`src/rtl/foh_pkg.sv`:
```
// Shared definitions for the FOH interpolation serial link.
// Word width default matches the transmit shift register.
package foh_pkg;

  localparam int DEFAULT_DATA_WIDTH = 16;

  typedef enum logic {
    ST_IDLE  = 1'b0,
    ST_SHIFT = 1'b1
  } state_t;

endpackage

```
`src/rtl/serial_word_rx_sipo_shift_core.sv`:
```
// Serial-in shift register; CLR restarts the word so the incoming bit lands on a zeroed register.
module sipo_shift_core #(
  parameter int DATA_WIDTH = 16,
  parameter bit MSB_FIRST  = 1'b1
) (
  input  logic                  CLK,
  input  logic                  RST,
  input  logic                  EN,
  input  logic                  CLR,
  input  logic                  SIN,
  output logic [DATA_WIDTH-1:0] Q
);

  logic [DATA_WIDTH-1:0] r_q;
  logic [DATA_WIDTH-1:0] w_base;
  logic [DATA_WIDTH-1:0] w_next;

  assign w_base = CLR ? '0 : r_q;
  assign w_next = MSB_FIRST ? {w_base[DATA_WIDTH-2:0], SIN}
                            : {SIN, w_base[DATA_WIDTH-1:1]};

  always_ff @(posedge CLK) begin
    if (RST) begin
      r_q <= '0;
    end else if (EN) begin
      r_q <= w_next;
    end
  end

  assign Q = r_q;

endmodule

```
`src/rtl/serial_word_rx.sv`:
```
// Serial word receiver: frames SSYNC-marked bit streams into words and hands them
// to a one-entry valid/ready buffer with sticky overrun and framing-error pulse.
//
//   state    | meaning
//   ---------+--------------------------------------------
//   ST_IDLE  | between words; only SEN with SSYNC starts one
//   ST_SHIFT | word partially received; BUSY is high
module serial_word_rx
  import foh_pkg::*;
#(
  parameter int DATA_WIDTH = DEFAULT_DATA_WIDTH,
  parameter bit MSB_FIRST  = 1'b1
) (
  input  logic                  CLK,
  input  logic                  RST,
  input  logic                  SIN,
  input  logic                  SEN,
  input  logic                  SSYNC,
  output logic [DATA_WIDTH-1:0] DOUT,
  output logic                  DVALID,
  input  logic                  DREADY,
  output logic                  BUSY,
  output logic                  FERR,
  output logic                  OVR,
  input  logic                  CLR_OVR
);

  localparam int CW = $clog2(DATA_WIDTH + 1);
  localparam logic [CW-1:0] LAST_CNT = CW'(DATA_WIDTH - 1);

  state_t                r_state;
  logic [CW-1:0]         r_cnt;
  logic                  r_ferr;
  logic [DATA_WIDTH-1:0] r_dout;
  logic                  r_dvalid;
  logic                  r_ovr;

  logic                  w_in_word;
  logic                  w_start;
  logic                  w_shift_en;
  logic                  w_last;
  logic                  w_load;
  logic                  w_ovr_set;
  logic [DATA_WIDTH-1:0] w_q;
  logic [DATA_WIDTH-1:0] w_word;

  assign w_in_word  = (r_state == ST_SHIFT);
  assign w_start    = SEN && SSYNC;
  assign w_shift_en = SEN && (SSYNC || w_in_word);
  assign w_last     = w_in_word && SEN && !SSYNC && (r_cnt == LAST_CNT);

  // The final bit is still on SIN at the completion edge, so the word is
  // assembled here rather than read back from the core a cycle late.
  assign w_word = MSB_FIRST ? {w_q[DATA_WIDTH-2:0], SIN}
                            : {SIN, w_q[DATA_WIDTH-1:1]};

  assign w_load    = w_last && (!r_dvalid || DREADY);
  assign w_ovr_set = w_last && r_dvalid && !DREADY;

  sipo_shift_core #(
    .DATA_WIDTH (DATA_WIDTH),
    .MSB_FIRST  (MSB_FIRST)
  ) u_core (
    .CLK (CLK),
    .RST (RST),
    .EN  (w_shift_en),
    .CLR (w_start),
    .SIN (SIN),
    .Q   (w_q)
  );

  always_ff @(posedge CLK) begin
    if (RST) begin
      r_state <= ST_IDLE;
      r_cnt   <= '0;
      r_ferr  <= 1'b0;
    end else begin
      r_ferr <= 1'b0;
      case (r_state)
        ST_IDLE: begin
          if (w_start) begin
            r_cnt   <= CW'(1);
            r_state <= ST_SHIFT;
          end
        end
        ST_SHIFT: begin
          if (SEN) begin
            if (SSYNC) begin
              r_ferr <= 1'b1;
              r_cnt  <= CW'(1);
            end else if (w_last) begin
              r_cnt   <= '0;
              r_state <= ST_IDLE;
            end else begin
              r_cnt <= r_cnt + CW'(1);
            end
          end
        end
        default: begin
          r_state <= ST_IDLE;
          r_cnt   <= '0;
        end
      endcase
    end
  end

  always_ff @(posedge CLK) begin
    if (RST) begin
      r_dout   <= '0;
      r_dvalid <= 1'b0;
      r_ovr    <= 1'b0;
    end else begin
      if (w_load) begin
        r_dout   <= w_word;
        r_dvalid <= 1'b1;
      end else if (r_dvalid && DREADY) begin
        r_dvalid <= 1'b0;
      end
      if (w_ovr_set) begin
        r_ovr <= 1'b1;
      end else if (CLR_OVR) begin
        r_ovr <= 1'b0;
      end
    end
  end

  assign DOUT   = r_dout;
  assign DVALID = r_dvalid;
  assign BUSY   = w_in_word;
  assign FERR   = r_ferr;
  assign OVR    = r_ovr;

endmodule

```
`config.mk`:
```
export PLATFORM = sky130hd
export DESIGN_NAME = serial_word_rx
export DESIGN_NICKNAME = d
export VERILOG_FILES = /design/src/rtl/foh_pkg.sv /design/src/rtl/serial_word_rx_sipo_shift_core.sv /design/src/rtl/serial_word_rx.sv
export SDC_FILE = /design/constraint.sdc
export NUM_CORES = 1
export LEC_CHECK = 0
export CAP_MARGIN = 40
export CORE_MARGIN = 2
export CORE_UTILIZATION = 46
export DETAILED_ROUTE_END_ITERATION = 6
export PLACE_DENSITY_LB_ADDON = 0.12
export SETUP_SLACK_MARGIN = 0.15
export SYNTH_ARGS = -nofsm -noshare
export SYNTH_HDL_FRONTEND = slang
export SYNTH_SLANG_ARGS = --single-unit
```
`constraint.sdc`:
```
create_clock -name CLK -period 1.65 [get_ports CLK]
set_clock_uncertainty 0.05 [all_clocks]
set_input_delay 0.495 -clock CLK [delete_from_list [all_inputs] [get_ports CLK]]
set_output_delay 0.495 -clock CLK [all_outputs]
set_load 0.05 [all_outputs]
```
======== Word level (Yosys, flattened, before mapping) ========
Index checks and enable logic that the tools add are counted.
storage, ports and cells
  register bits ........................... 40
  output and inout port bits .............. 20
operators by class
  $add $sub $neg .......................... 1
  eq/ne operators ......................... 3
  mux-type cells .......................... 16
  bitwise operators ....................... 2
  reductions and logical operators ........ 18
operator list
  cell                   number
  $mux W5                4
  $mux W14               1
  $pmux W5 S2            1
  $logic_and A1 B1 Y1    9
  $mux W1                9
  $add A5 B1 Y5 const B  1
  $eq A5 B4 Y1 const B   1
  $reduce_bool A2 Y1     2
  $logic_not A1 Y1       3
  $reduce_or A3 Y1       1
  $logic_or A1 B1 Y1     2
  $ne A2 B1 Y1 const B   1
  $ne A2 B2 Y1 const B   1
  $not A1 Y1             2
  $pmux W1 S2            1
  $reduce_and A2 Y1      1

======== Depth between registers and ports, before layout ========
  word-level depth ........................ 7
  mapped depth ............................ 6
  depth with buffers taken out ............ 4

======== Hierarchy ========
A second synthesis with hierarchy kept.
unflattened totals
  cell total of the unflattened synthesis .. 186
  area total of the unflattened synthesis .. 1,855.5 sq um
by module, submodules not included
  module           times used  cells an instance  area each (sq um)
  serial_word_rx   1           115                1,134.8
  sipo_shift_core  1           71                 720.7

======== Worst setup path before layout ========
Ideal clock, no wire load.
  path kind ............................... reg2reg
  start ................................... register r_state, in the netlist BUSY
  end ..................................... register r_dout[10], in the netlist DOUT[10]
  arrival time ............................ 1.769 ns
  required time ........................... 1.528 ns
  slack ................................... -0.240 ns
  cell stages (with the launch flop) ...... 5
  period minus slack after synthesis ...... 1.890 ns
  path through ............................ dfxtp_1 > nand2_2 > nor4_4 > buf_6 > mux2i_1
between the ends
  word-level cells in the longest chain between the ends .. 4
RTL lines
  element                            RTL line               text
  start: declaration                 serial_word_rx.sv:31   state_t r_state;
  start signal: assignment           serial_word_rx.sv:74   r_state <= ST_IDLE;
  start signal: assignment           serial_word_rx.sv:83   r_state <= ST_SHIFT;
  start signal: assignment           serial_word_rx.sv:93   r_state <= ST_IDLE;
  $logic_and A1 B1 Y1 (3 in series)  serial_word_rx.sv:50   assign w_last = w_in_word && SEN && !SSYNC && (r_cnt == LAST_CNT);
  $logic_and A1 B1 Y1                serial_word_rx.sv:57   assign w_load = w_last && (!r_dvalid || DREADY);
  end signal: assignment             serial_word_rx.sv:114  r_dout <= w_word;
  end: declaration                   serial_word_rx.sv:34   logic [DATA_WIDTH-1:0] r_dout;
Every way passes these cells.
A chain may end at the register's enable or synchronous reset.

======== Worst setup path in the final report ========
  start ................................... input port SSYNC
  end ..................................... register r_dout[5], in the netlist DOUT[5]
between the ends
  word-level cells in the longest chain between the ends .. 4
RTL lines
  element                            RTL line              text
  start: declaration                 serial_word_rx.sv:18  input logic SSYNC,
  $logic_not A1 Y1                   serial_word_rx.sv:50
  $logic_and A1 B1 Y1 (2 in series)  serial_word_rx.sv:50
  $logic_and A1 B1 Y1                serial_word_rx.sv:57
Every way passes these cells.

==> impl_metrics.env <==
export IMPL_synth_edf_count=0
export IMPL_diodes=0
export IMPL_die_w_um=65.1
export IMPL_antenna_found_initial=0
export IMPL_critical_path_top_delay_family="buffers and inverters"
export IMPL_stdcell_count=256
export IMPL_reg2regPathDepth=5
export IMPL_clk_pin_slew_worst_paths_ps=80
export IMPL_max_freq_ghz=0.648
export IMPL_cts_sinks=40
export IMPL_port_buffers=26
export IMPL_path_cells="dlygate4sd2_1 > nor4_4 > buf_4 > buf_12 > mux2i_1"
export IMPL_row_count=22
export IMPL_timing_setup_critical_path_class="primary input to register"
export IMPL_num_fill_cells=279
export IMPL_r2r_slack_ps=110
export IMPL_power_density_nw_per_um2=754
export IMPL_grt_first_pass_wirelength_mm=6.20
export IMPL_start_kind="primary input"
export IMPL_grt_overflow_total=0
export IMPL_fin_crit_sh_pct=93.5
export IMPL_syn_area_um2=1720
export IMPL_synthCells=164
export IMPL_reg2reg_from="DVALID"
export IMPL_crit_fanout=8
export IMPL_rsz0062_at_grt="yes"
export IMPL_vias=1338
export IMPL_cp_end_kind="register"
export IMPL_maxSlewHeadroom_pct=77.6
export IMPL_synth_top_area_cell="dfxtp_1"
export IMPL_ys_top_cells_by_count="dfxtp_1 (40), nor2_1 (19), mux2i_1 (17), or2b_2 (17)"
export IMPL_firstDrtPassIters=4
export IMPL_syn_avg_cell_area_um2=10.5
export IMPL_h_tree_depth=2
export IMPL_maxCapViolCount=0
export IMPL_drive_gt1_share_pct=39.4
export IMPL_hpwl_mm=2.22
export IMPL_fin_nets=215
export IMPL_syn_nets=172
export IMPL_p_leak_nw=0.934
export IMPL_async_flop_share_pct=0
export IMPL_initial_core_util_pct=47.2
export IMPL_synth_seq_cells=40
export IMPL_max_stage_delay_ps=380
export IMPL_seq_area_frac_synth_pct=46.7
export IMPL_root_buffer="clkbuf_8"
export IMPL_hold_end="r_cnt[4]"
export IMPL_final_max_slew_violation_count=0
export IMPL_grt_start_max_net_pins=43
export IMPL_grt_pass1_vias=1382
export IMPL_place_gp_congestion=0.776
export IMPL_hold_viol=0
export IMPL_yosysTopAreaCellShare_pct=46.7
export IMPL_coreArea_um2=3630
export IMPL_avgRoutedWirePerCell_um=14.0
export IMPL_synth_most_common_cell="dfxtp_1"
export IMPL_die_h_um=65.1
export IMPL_drt_iter0_markers=43
export IMPL_critPathBufInv=3
export IMPL_cts_tree="done"
export IMPL_grt_usage_pct=19.1
export IMPL_hp_start="r_cnt[4]"
export IMPL_finalCriticalPeriod_ps=1540
export IMPL_setup_tns_ps=0
export IMPL_wl_mm=3.58
export IMPL_register_area_um2=811
export IMPL_dieArea_um2=4230
export IMPL_setup_violations_final=0
export IMPL_ys_types=34
export IMPL_clock_latency_ps=290
export IMPL_arrival_ps=1700
export IMPL_ys_warn_count=0
export IMPL_whs_path_depth=1
export IMPL_clk_path_buf_depth=2
export IMPL_routed_via_density=5.23
export IMPL_ir_worst_vdd_v=0.000572
export IMPL_final_util_pct=69.0
export IMPL_numPlacedInstances=239
export IMPL_multiInputGateArea_um2=842
export IMPL_r2r_end="DOUT[5]"
export IMPL_areaGrowthSynthToFinish_pct=46.1
export IMPL_holdBufCountCts=0
export IMPL_drc_errors=0
export IMPL_critPathSlowestCell="nor4_4"
export IMPL_worst_pin_slew_ps=333
export IMPL_numCtsBuffers=5
export IMPL_min_path_type="register to register"
export IMPL_yosys_top_cells_area="dfxtp_1 (47%), mux2i_1 (9.9%), or2b_2 (8.7%), a22oi_1 (6.1%), nand2b_1 (5.1%)"
export IMPL_ant_nets=0
export IMPL_hold_ws_ps=449
export IMPL_crit_required_ps=1810
export IMPL_io_pins=27
export IMPL_synthFlopType="dfxtp_1"
export IMPL_status="complete, no violations"
## worst register-to-register path, cell delays in order, from the launching register on
cell,delay [ps]
dfxtp_2,340
and2b_4,180
nor4_4,380
buf_4,190
buf_12,130
mux2i_1,210
## per-layer routing
metal	share of wire (%)	GRT usage (%)	up-vias
met4	1.2	7.03	0
met3	3.8	3.13	5
met5	0	0	-
li1	-	-	658
met2	52	34.9	31
met1	43	22.4	644
## kinds of logic (layout without fill, tap and decap cells)
logic type / Yosys count / in the layout / share of synthesized area, %
multiplexers: 17 / 17 / 9.92
adder cells (fa/ha/maj): 1 / 1 / 0.729
flip-flops: 40 / 40 / 46.7
AO/OA/AOI/OAI: 25 / 25 / 10.6
AND/OR/NAND/NOR: 67 / 67 / 26.7
buffers and inverters: 14 / 58 / 5.40
## worst max-delay path by stage
| stage | from | to | slack [ps] | cells after the start |
|---|---|---|---|---|
| after floorplan | DREADY | DOUT[10] | -70 | 4 |
| after global placement | DREADY | DOUT[12] | -350 | 5 |
| after detailed placement | DREADY | DOUT[11] | -380 | 5 |
| after CTS | r_cnt[0] | DOUT[11] | 50 | 6 |
| after global routing | r_cnt[1] | DOUT[5] | 40 | 6 |
| final | SSYNC | DOUT[5] | 110 | 5 |
## flip-flops by register name (all words and copies together), names as in the netlist
name and cells:
BUSY 1, DOUT 16, DVALID 1, FERR 1
OVR 1, r_cnt 5, u_core.Q 15
## cell type report
class                           instances  share of cell area, %
Tap cell                               48                   2.40
Sequential cell                        40                   32.4
Inverter                                3                  0.449
Timing Repair Buffer                   47                   26.9
Clock buffer                            6                   2.90
Clock inverter                          2                   1.40
Multi-Input combinational cell        110                   33.6
## power by group
part           internal, W  switching, W
sequential        0.000971    0.00000890
clock             0.000449      0.000334
combinational    0.0000639     0.0000628
total              0.00148      0.000405
## layout by cell type (no fill, tap or decap), types with 3 or more instances in the layout
| master | n |
|---|---|
| a21oi_1 | 3 |
| dfxtp_2 | 5 |
| a22oi_1 | 14 |
| nor2_1 | 19 |
| inv_1 | 3 |
| mux2i_1 | 17 |
| nand2_1 | 3 |
| buf_12 | 24 |
| buf_4 | 16 |
| clkdlybuf4s50_1 | 3 |
| dfxtp_1 | 34 |
| or2b_2 | 17 |
| clkbuf_8 | 5 |
| nand2b_1 | 14 |
## what timing repair did
item                       4_1_cts  5_1_grt
gates resized for setup         10        7
gates cloned                     1        0
setup endpoints to repair       36       19
pin swaps                        2        1
setup buffers                    6        2
## metrics by stage
step           power, W  worst slack [ps]  area [um^2]
4_1_cts         0.00189              53.9         2490
2_1_floorplan   0.00106             -69.2         1720
3_5_place_dp    0.00112              -383         2280
6_report        0.00189               108         2510
3_3_place_gp    0.00111              -351         2280
5_1_grt         0.00196              37.9         2510
Power figures use the tool's default switching activity.
